## config.mk

```make
export PLATFORM = sky130hd
export DESIGN_NAME = rtc_bus_sequencer_flat
export DESIGN_NICKNAME = d
export VERILOG_FILES = /design/src/rtl/rtc_pkg.sv /design/src/rtl/rtc_bus_sequencer_if.sv /design/src/rtl/rtc_phase_timer.sv /design/src/rtl/rtc_bus_sequencer.sv /design/src/flat_wrapper.sv
export SDC_FILE = /design/constraint.sdc
export NUM_CORES = 1
export LEC_CHECK = 0
export ABC_AREA = 1
export CORE_ASPECT_RATIO = 1.1
export CORE_MARGIN = 5
export CORE_UTILIZATION = 45
export CTS_CLUSTER_DIAMETER = 40
export CTS_CLUSTER_SIZE = 12
export DETAILED_ROUTE_END_ITERATION = 6
export PLACE_DENSITY = 0.69
export REMOVE_ABC_BUFFERS = 1
export SYNTH_ARGS = -nofsm -noshare
export SYNTH_HDL_FRONTEND = slang
export SYNTH_SLANG_ARGS = --single-unit
```

## constraint.sdc

```tcl
create_clock -name clk -period 5 [get_ports clk]
set_clock_uncertainty 0.15 [all_clocks]
set_input_delay 1 -clock clk [delete_from_list [all_inputs] [get_ports clk]]
set_output_delay 1 -clock clk [all_outputs]
set_load 0.01 [all_outputs]
```

## src/rtl/rtc_pkg.sv

```systemverilog
// Shared types, owner IDs, timing defaults and output decode for the RTC bus sequencer.
package rtc_pkg;

  localparam int unsigned T_SU_DEF = 2;
  localparam int unsigned T_PW_DEF = 4;
  localparam int unsigned T_H_DEF  = 2;

  typedef enum logic [2:0] {
    ST_IDLE    = 3'd0,
    ST_ADDR_SU = 3'd1,
    ST_ADDR_PW = 3'd2,
    ST_ADDR_H  = 3'd3,
    ST_DATA_SU = 3'd4,
    ST_DATA_PW = 3'd5,
    ST_DATA_H  = 3'd6,
    ST_DONE    = 3'd7
  } state_t;

  typedef enum logic [1:0] {
    OWN_IN = 2'd0,
    OWN_WR = 2'd1,
    OWN_RD = 2'd2
  } owner_t;

  typedef struct packed {
    logic cs_n;
    logic rd_n;
    logic wr_n;
    logic ad_n;
    logic fase_dir;
    logic drive_en;
    logic sel_in;
    logic sel_wr;
    logic sel_rd;
    logic done_in;
    logic done_wr;
    logic done_rd;
    logic ocupado;
  } bus_out_t;

  localparam bus_out_t BUS_IDLE = '{cs_n: 1'b1, rd_n: 1'b1, wr_n: 1'b1, ad_n: 1'b1, default: 1'b0};

  // Successor in the fixed cycle sequence; DONE wraps to IDLE.
  function automatic state_t next_state(state_t st);
    return (st == ST_DONE) ? ST_IDLE : state_t'(3'(st) + 3'd1);
  endfunction

  // Bus outputs as a pure function of state and owner.
  function automatic bus_out_t bus_decode(state_t st, owner_t own);
    bus_out_t o;
    logic addr;
    logic data;
    logic busy;
    logic is_rd;
    o     = BUS_IDLE;
    addr  = (st == ST_ADDR_SU) || (st == ST_ADDR_PW) || (st == ST_ADDR_H);
    data  = (st == ST_DATA_SU) || (st == ST_DATA_PW) || (st == ST_DATA_H);
    busy  = addr || data;
    is_rd = (own == OWN_RD);
    o.cs_n     = !busy;
    o.ad_n     = !addr;
    o.fase_dir = addr;
    o.sel_in   = busy && (own == OWN_IN);
    o.sel_wr   = busy && (own == OWN_WR);
    o.sel_rd   = busy && is_rd;
    o.wr_n     = !((st == ST_ADDR_PW) || ((st == ST_DATA_PW) && !is_rd));
    o.rd_n     = !((st == ST_DATA_PW) && is_rd);
    o.drive_en = addr || (data && !is_rd);
    o.done_in  = (st == ST_DONE) && (own == OWN_IN);
    o.done_wr  = (st == ST_DONE) && (own == OWN_WR);
    o.done_rd  = (st == ST_DONE) && is_rd;
    o.ocupado  = (st != ST_IDLE);
    return o;
  endfunction

endpackage

```

## src/rtl/rtc_bus_sequencer_if.sv

```systemverilog
// Engine handshake and RTC bus strobe/select bundle.
interface rtc_bus_sequencer_if;
  logic       req_in, req_wr, req_rd;
  logic       done_in, done_wr, done_rd;
  logic       Selin, Selrd, Selwr;
  logic       fase_dir;
  logic       cs_n, rd_n, wr_n, ad_n;
  logic       drive_en;
  logic [7:0] rtc_in;
  logic [7:0] dato_rd;
  logic       ocupado;

  modport slave (
    input  req_in, req_wr, req_rd, rtc_in,
    output done_in, done_wr, done_rd, Selin, Selrd, Selwr, fase_dir,
           cs_n, rd_n, wr_n, ad_n, drive_en, dato_rd, ocupado
  );

  modport master (
    output req_in, req_wr, req_rd, rtc_in,
    input  done_in, done_wr, done_rd, Selin, Selrd, Selwr, fase_dir,
           cs_n, rd_n, wr_n, ad_n, drive_en, dato_rd, ocupado
  );
endinterface

```

## src/rtl/rtc_phase_timer.sv

```systemverilog
// Loadable down-counter; fin is high during the last cycle of the loaded duration.
module rtc_phase_timer #(
  parameter int unsigned W = 3
) (
  input  logic         clk,
  input  logic         reset,
  input  logic         load,
  input  logic [W-1:0] load_val,
  output logic         fin
);

  logic [W-1:0] cnt;

  // Count down to zero after each load; fin flags the final cycle.
  always_ff @(posedge clk) begin
    if (reset) begin
      cnt <= '0;
      fin <= 1'b0;
    end else if (load) begin
      cnt <= load_val - W'(1);
      fin <= (load_val == W'(1));
    end else if (cnt != '0) begin
      cnt <= cnt - W'(1);
      fin <= (cnt == W'(1));
    end
  end

endmodule

```

## src/rtl/rtc_bus_sequencer.sv

```systemverilog
// Arbitrates the init/write/read engines and sequences two-phase RTC bus cycles.
module rtc_bus_sequencer
  import rtc_pkg::*;
#(
  parameter int unsigned T_SU = T_SU_DEF,
  parameter int unsigned T_PW = T_PW_DEF,
  parameter int unsigned T_H  = T_H_DEF
) (
  input  logic clk,
  input  logic reset,
  rtc_bus_sequencer_if.slave bus
);

  localparam int unsigned T_MAX0 = (T_SU > T_PW) ? T_SU : T_PW;
  localparam int unsigned T_MAX  = (T_MAX0 > T_H) ? T_MAX0 : T_H;
  localparam int unsigned CW     = $clog2(T_MAX) + 1;

  state_t         state;
  owner_t         owner;
  bus_out_t       outs;
  logic [7:0]     dato_rd;
  logic           fin;
  state_t         tgt_c;
  owner_t         win_c;
  logic           any_req_c;
  logic           load_c;
  logic [CW-1:0]  load_val_c;

  // Priority pick, timer reload on every state entry, duration of the entered state.
  always_comb begin
    tgt_c     = next_state(state);
    any_req_c = bus.req_in || bus.req_wr || bus.req_rd;
    win_c     = OWN_RD;
    if (bus.req_in)      win_c = OWN_IN;
    else if (bus.req_wr) win_c = OWN_WR;
    load_c = 1'b0;
    if (state == ST_IDLE)      load_c = any_req_c;
    else if (state != ST_DONE) load_c = fin;
    case (tgt_c)
      ST_ADDR_SU, ST_DATA_SU: load_val_c = CW'(T_SU);
      ST_ADDR_PW, ST_DATA_PW: load_val_c = CW'(T_PW);
      default:                load_val_c = CW'(T_H);
    endcase
  end

  rtc_phase_timer #(.W(CW)) u_timer (
    .clk      (clk),
    .reset    (reset),
    .load     (load_c),
    .load_val (load_val_c),
    .fin      (fin)
  );

  // State, owner, registered bus outputs and read-data capture.
  always_ff @(posedge clk) begin
    if (reset) begin
      state   <= ST_IDLE;
      owner   <= OWN_IN;
      outs    <= BUS_IDLE;
      dato_rd <= 8'h00;
    end else begin
      case (state)
        ST_IDLE: begin
          if (any_req_c) begin
            state <= ST_ADDR_SU;
            owner <= win_c;
            outs  <= bus_decode(ST_ADDR_SU, win_c);
          end
        end
        ST_DONE: begin
          state <= ST_IDLE;
          outs  <= BUS_IDLE;
        end
        default: begin
          if (fin) begin
            state <= tgt_c;
            outs  <= bus_decode(tgt_c, owner);
          end
        end
      endcase
      if ((state == ST_DATA_PW) && fin && (owner == OWN_RD))
        dato_rd <= bus.rtc_in;
    end
  end

  assign bus.cs_n     = outs.cs_n;
  assign bus.rd_n     = outs.rd_n;
  assign bus.wr_n     = outs.wr_n;
  assign bus.ad_n     = outs.ad_n;
  assign bus.fase_dir = outs.fase_dir;
  assign bus.drive_en = outs.drive_en;
  assign bus.Selin    = outs.sel_in;
  assign bus.Selwr    = outs.sel_wr;
  assign bus.Selrd    = outs.sel_rd;
  assign bus.done_in  = outs.done_in;
  assign bus.done_wr  = outs.done_wr;
  assign bus.done_rd  = outs.done_rd;
  assign bus.ocupado  = outs.ocupado;
  assign bus.dato_rd  = dato_rd;

endmodule

```

## src/flat_wrapper.sv

```systemverilog
// flat-port wrapper written by rule: the top's interface ports become plain ports
module rtc_bus_sequencer_flat import rtc_pkg::*;
#(
  parameter int unsigned T_SU = T_SU_DEF,
  parameter int unsigned T_PW = T_PW_DEF,
  parameter int unsigned T_H  = T_H_DEF
)
  (clk, reset, bus_req_in, bus_req_wr, bus_req_rd, bus_rtc_in, bus_done_in, bus_done_wr, bus_done_rd, bus_Selin, bus_Selrd, bus_Selwr, bus_fase_dir, bus_cs_n, bus_rd_n, bus_wr_n, bus_ad_n, bus_drive_en, bus_dato_rd, bus_ocupado);
  rtc_bus_sequencer_if bus_i ();
  input  logic clk;
  input  logic reset;
  input wire logic [$bits(bus_i.req_in)-1:0] bus_req_in;
  input wire logic [$bits(bus_i.req_wr)-1:0] bus_req_wr;
  input wire logic [$bits(bus_i.req_rd)-1:0] bus_req_rd;
  input wire logic [$bits(bus_i.rtc_in)-1:0] bus_rtc_in;
  output wire logic [$bits(bus_i.done_in)-1:0] bus_done_in;
  output wire logic [$bits(bus_i.done_wr)-1:0] bus_done_wr;
  output wire logic [$bits(bus_i.done_rd)-1:0] bus_done_rd;
  output wire logic [$bits(bus_i.Selin)-1:0] bus_Selin;
  output wire logic [$bits(bus_i.Selrd)-1:0] bus_Selrd;
  output wire logic [$bits(bus_i.Selwr)-1:0] bus_Selwr;
  output wire logic [$bits(bus_i.fase_dir)-1:0] bus_fase_dir;
  output wire logic [$bits(bus_i.cs_n)-1:0] bus_cs_n;
  output wire logic [$bits(bus_i.rd_n)-1:0] bus_rd_n;
  output wire logic [$bits(bus_i.wr_n)-1:0] bus_wr_n;
  output wire logic [$bits(bus_i.ad_n)-1:0] bus_ad_n;
  output wire logic [$bits(bus_i.drive_en)-1:0] bus_drive_en;
  output wire logic [$bits(bus_i.dato_rd)-1:0] bus_dato_rd;
  output wire logic [$bits(bus_i.ocupado)-1:0] bus_ocupado;
  assign bus_i.req_in = bus_req_in;
  assign bus_i.req_wr = bus_req_wr;
  assign bus_i.req_rd = bus_req_rd;
  assign bus_i.rtc_in = bus_rtc_in;
  assign bus_done_in = bus_i.done_in;
  assign bus_done_wr = bus_i.done_wr;
  assign bus_done_rd = bus_i.done_rd;
  assign bus_Selin = bus_i.Selin;
  assign bus_Selrd = bus_i.Selrd;
  assign bus_Selwr = bus_i.Selwr;
  assign bus_fase_dir = bus_i.fase_dir;
  assign bus_cs_n = bus_i.cs_n;
  assign bus_rd_n = bus_i.rd_n;
  assign bus_wr_n = bus_i.wr_n;
  assign bus_ad_n = bus_i.ad_n;
  assign bus_drive_en = bus_i.drive_en;
  assign bus_dato_rd = bus_i.dato_rd;
  assign bus_ocupado = bus_i.ocupado;
  rtc_bus_sequencer #(.T_SU(T_SU), .T_PW(T_PW), .T_H(T_H)) u_core (.clk(clk), .reset(reset), .bus(bus_i));
endmodule
```

## Word-level counts from Yosys, hierarchy flattened

Index checks and enable logic that the tools add are counted.
Widths: inputs -> output; s select.

| storage, ports and cells | value |
|---|---|
| word-level logic and storage cells | 89 |
| bits in registers | 30 |

| operators by class | value |
|---|---|
| eq/ne operators | 17 |
| add/subtract/negate cells | 3 |
| multiplexer cells | 16 |
| reduce and logical (&&, ||, !) cells | 35 |

Operators by type and width:

| cell | number |
|---|---|
| $mux 13 | 2 |
| $pmux 13 s2 | 1 |
| $eq 3x3->1 const B | 6 |
| $mux 3 | 6 |
| $logic_and 1x1->1 | 11 |
| $eq 3x1->1 const B | 3 |
| $logic_or 1x1->1 | 9 |
| $reduce_bool 3->1 | 3 |
| $eq 3x2->1 const B | 2 |
| $pmux 3 s2 | 1 |
| $sub 3x1->3 const B | 2 |
| $logic_not 1->1 | 5 |
| $eq 2x1->1 const B | 2 |
| $eq 2x2->1 const B | 2 |
| $logic_not 2->1 | 2 |
| $mux 1 | 4 |
| $mux 2 | 2 |
| $reduce_and 2->1 | 2 |
| $add 3x1->3 const B | 1 |
| $logic_not 3->1 | 1 |
| $ne 3x3->1 const B | 1 |
| $ne 2x1->1 const B | 1 |
| $reduce_bool 2->1 | 1 |
| $reduce_or 2->1 | 1 |

## Longest topological paths before layout

| logic depth | value |
|---|---|
| depth after elaboration | 9 |
| mapped depth | 11 |
| depth with buffers taken out | 11 |

## Modules after synthesis

Synthesis repeated with hierarchy kept, for this count alone.

| second synthesis, totals | value |
|---|---|
| cells, all modules | 224 |
| area, all modules | 1,581.5 µm² |

By module, submodules not included:

| module | cells each | area an instance (µm²) | times used |
|---|---|---|---|
| rtc_bus_sequencer | 174 | 1,260.0 | 1 |
| rtc_phase_timer | 50 | 321.6 | 1 |

## Least setup slack after synthesis

Ideal clock, no wire load.

| path | value |
|---|---|
| path kind | input to register |
| start | input port bus_req_in |
| end | register u_core.outs (netlist bit u_core.bus.ocupado) |
| required time | 4,731 ps |
| slack | 3,059 ps |
| buffers on the path | 1 |
| data arrival time | 1,673 ps |
| stages | 7 |
| cells stage by stage | nor2_2 nand3_2 nand2_4 inv_4 buf_6 o21ai_1 a21oi_1 |

| between the ends | value |
|---|---|
| longest elaborated chain between the ends | 4 |

Ends and longest elaborated chain:

| item | RTL line | text |
|---|---|---|
| from (decl) | flat_wrapper.sv:12 | `input wire logic [$bits(bus_i.req_in)-1:0] bus_req_in;` |
| $logic_or 1x1->1 (2 in series) | rtc_bus_sequencer.sv:32 | `any_req_c = bus.req_in \|\| bus.req_wr \|\| bus.req_rd;` |
| $ne 2x1->1 (no source line) | - |  |
| $reduce_and 2->1 (no source line) | - |  |
| to (signal assigned) | rtc_bus_sequencer.sv:67 | `outs <= bus_decode(ST_ADDR_SU, win_c);` |
| to (signal assigned) | rtc_bus_sequencer.sv:77 | `outs <= bus_decode(tgt_c, owner);` |
| to (decl) | rtc_bus_sequencer.sv:20 | `bus_out_t outs;` |

Every way passes these cells.
A chain may end at the register's enable or synchronous reset.

==> flow_summary.yaml <==
timing:
  finalSetupViolCount: 0
  relSlewSlack_pct: 60.2
  tns_ns: 0
  period_needed_ns: 2.38
  finalHoldViolations: 0
  timing.final.max_slew_violations: 0
  hold-worst-slack_ns: 0.299
  tightest_slew_ns: 0.596
  max_freq_ghz: 0.420
  timing.final.ws_setup_ns: 2.62
  rsz0062_at_grt: "no"
  final_min_period_over_clock_period_pct: 47.6
clocking:
  cts_post_setup_buffers_inserted: 0
  ctsRootBufferMaster: "sky130_fd_sc_hd__clkbuf_4"
  ctsLongestPathBuffers: 2
  worst_setup_hold_path_clk_slew_ns: 0.09
  post_cts_resized: 0
  cts_hold_buf: 0
  clock_sinks: 30
  cts_made_buffers: 5
  tritoncts: "built"
  worstSkewPairLatency_ns: 0.32
  cts.htree.levels: 2
power:
  leakage_nw: 0.773
  share_comb_of_total_power_pct: 46.6
  seqPwrFrac_pct: 34.1
  report.power.total_mw: 1.01
  pwr_density_cell_nw_per_um2: 546
  netSwitchingFraction_pct: 40.0
  peakVddDrop_v: 0.000401
  power.internal_mw: 0.608
  power.switching_mw: 0.406
  power.clock.fraction_pct: 19.3
critical_path:
  critical_path_buf_inv_count: 2
  worst-endpoint-required_ns: 5.10
  worstSetupPathType: "input port to flip-flop"
  reg2reg_from: "u_core.state[0]"
  critPathSlowestCell: "sky130_fd_sc_hd__clkdlybuf4s50_1"
  timing.critical_path.from_type: "input port"
  critical_path.cell_chain: "clkdlybuf4s50_1 > inv_1 > o21ai_0 > a21oi_1"
  critical-path-max-stage-delay_ns: 0.61
  worst_r2r_path_depth: 10
  crit_arrival_ns: 2.49
  ff2ff_setup_slack_ns: 3.04
  worst_setup_end_kind: "flip-flop"
  critPathTopFamily: "buffers and inverters"
  regToRegEndpoint: "u_core.bus.drive_en"
  critical_path.max_fanout: 20
floorplanning:
  fp.dieW_um: 63.9
  rows: 21
  die_area_um2: 4430
  ios: 34
  core-area_um2: 3070
  start_util_pct: 46.8
  die_h_um: 69.3
synth:
  synth_largest_area_cell: "sky130_fd_sc_hd__dfxtp_1"
  syn_avg_cell_area_um2: 7.50
  post-synth-top-count-cell: "sky130_fd_sc_hd__nand2_1"
  synth_enable_flop_cells: 0
  synthXorXnorAreaFrac_pct: 0
  synth_cells: 192
  synth-seq-area-share_pct: 41.7
  synth_simple_gate_area_share_pct: 22.8
  yosysWarnings: 0
  ys_dominant_reg_cell: "sky130_fd_sc_hd__dfxtp_1"
  synth_seq_cells: 30
  synth_area_um2: 1440
  synth.cells.most_frequent: "sky130_fd_sc_hd__nand2_1, sky130_fd_sc_hd__dfxtp_1, sky130_fd_sc_hd__inv_1"
  synth.top_cells.by_area: "sky130_fd_sc_hd__dfxtp_1, sky130_fd_sc_hd__a21oi_1, sky130_fd_sc_hd__nand2_1, sky130_fd_sc_hd__inv_1, sky130_fd_sc_hd__ha_1"
  ffs_w_async_s_r_synth_pct: 0
  muxShareOfSynthArea_pct: 0.695
  post_synth_top_area_share_pct: 41.7
  synth_adder_area_share_pct: 6.08
  post_synth_num_cell_types: 27
  main_combinational_cell_family_by_area_after_synthesis: "simple AND/OR/NAND/NOR gates"
  synth_compound_gate_area_share_pct: 18.2
layout:
  nets: 246
  num_antenna_cells: 0
  flow.area_growth_from_synthesis_pct: 28.8
  final.fill_count: 301
  final_area_um2: 1860
  layout-drive-gt1-share_pct: 8.41
grt:
  overall_fraction_of_global_route_tracks_in_use_pct: 16.0
  grt_pass1_wl_um: 5750
  grt_remaining_overflow: 0
  first_global_vias: 1300
  grt_max_degree: 21
  antenna_violations_before_repair: 0
hold_path:
  hold_path_class: "flip-flop to flip-flop"
  hp-start: "u_core.bus.dato_rd[6]"
  hold_depth: 2
  hold_path_end: "u_core.bus.dato_rd[6]"
route:
  routed-via-count: 1337
  detailed_route_wire_length_um: 3250
  length_of_routed_met3_wiring_um: 156
  drt_iter0_drcs: 41
  met2_length_um: 1570
  post_drt_wl_per_cell_um: 12.5
  final_antenna_net_count: 0
  top_signal_layer_used: "met4"
  route.layer.met1.wl_um: 1480
  avgViaCountPerCell: 5.14
  detail_route.first_pass.iterations: 5
  post-route-drc-count: 0
flow_run:
  max-cap-violations: 0
status:
  run_status: "complete, no violations"
place:
  port_buffers: 33
  place_hpwl_um: 2500
  preCtsSetupSlack_ns: 2.25
  gp_routability_congestion: 0.967
  placed_cell_area_um2: 1770
## power groups by stage
stage          Combinational [mW]  Sequential (mW)  Clock (mW)
2_1_floorplan               0.289            0.363           0
3_3_place_gp                0.462            0.348           0
3_5_place_dp                0.472            0.351           0
4_1_cts                     0.474            0.346       0.201
5_1_grt                     0.533            0.355       0.214
6_report                    0.472            0.346       0.196
## logic make-up (layout without fill, tap and decap cells)
| family | after synthesis | in the layout |
|---|---|---|
| multiplexers | 1 | 1 |
| adder cells (fa/ha/maj) | 7 | 7 |
| flip-flops | 30 | 30 |
| AND/OR/NAND/NOR | 70 | 70 |
| buffers and inverters | 35 | 69 |
| AO/OA/AOI/OAI | 49 | 49 |
## layout make-up
cell class                      instances  area (um2)  area share (%)
Sequential cell                        30         601            32.4
Multi-Input combinational cell        127         689            37.2
Clock inverter                          1        30.0            1.62
Clock buffer                            6        51.3            2.76
Timing Repair Buffer                   33         330            17.8
Tap cell                               34        42.5            2.29
Inverter                               29         111            6.00
## worst max path at each step
stage | startpoint | endpoint | slack [ns] | cells after the start
after floorplan | bus_req_in | u_core.bus.drive_en | 3.04 | 8
after global placement | reset | u_core.bus.dato_rd[5] | 2.31 | 4
after detailed placement | reset | u_core.bus.dato_rd[7] | 2.25 | 4
after CTS | u_core.bus.done_wr | bus_done_wr | 2.60 | 1
after global routing | reset | u_core.bus.dato_rd[6] | 2.38 | 4
final | reset | u_core.bus.dato_rd[7] | 2.62 | 4
## per-stage QoR
step	util (%)	cells
2_1_floorplan	-	186
3_3_place_gp	57.7	253
3_5_place_dp	57.7	253
4_1_cts	60.4	260
5_1_grt	60.4	260
6_report	60.4	260
## layer usage
layer	GRT usage, %	up-vias
li1	-	701
met1	19.3	598
met2	25.9	30
met3	5.67	8
met4	5.54	0
met5	0	-
## layout by cell type, fill, tap and decap left out, types with 2 or more instances in the layout
cell type                         instances
sky130_fd_sc_hd__a21oi_1                 24
sky130_fd_sc_hd__clkbuf_4                 5
sky130_fd_sc_hd__clkdlybuf4s50_1         33
sky130_fd_sc_hd__dfxtp_1                 30
sky130_fd_sc_hd__ha_1                     7
sky130_fd_sc_hd__inv_1                   27
sky130_fd_sc_hd__nand2_1                 31
sky130_fd_sc_hd__nand3_1                  9
sky130_fd_sc_hd__nand3_2                  2
sky130_fd_sc_hd__nand4_1                  6
sky130_fd_sc_hd__nor2_1                  13
sky130_fd_sc_hd__nor2_2                   2
sky130_fd_sc_hd__nor3_1                   4
sky130_fd_sc_hd__o21ai_0                 15
sky130_fd_sc_hd__o21ai_1                  4
sky130_fd_sc_hd__o21ai_2                  3
## worst min-delay path, delay by kind of cell (launching register included)
kind,cells,cell delay [ns]
flip-flops,1,0.32
buffers and inverters,1,0.05
AO/OA/AOI/OAI,1,0.05
## registers in the layout, indices dropped and copies added, names as in the netlist, 2 cells and up
signal / count
u_core.state: 3
u_core.owner: 2
u_core.u_timer.cnt: 3
u_core.bus.dato_rd: 8
(Power assumes the default switching activity.)
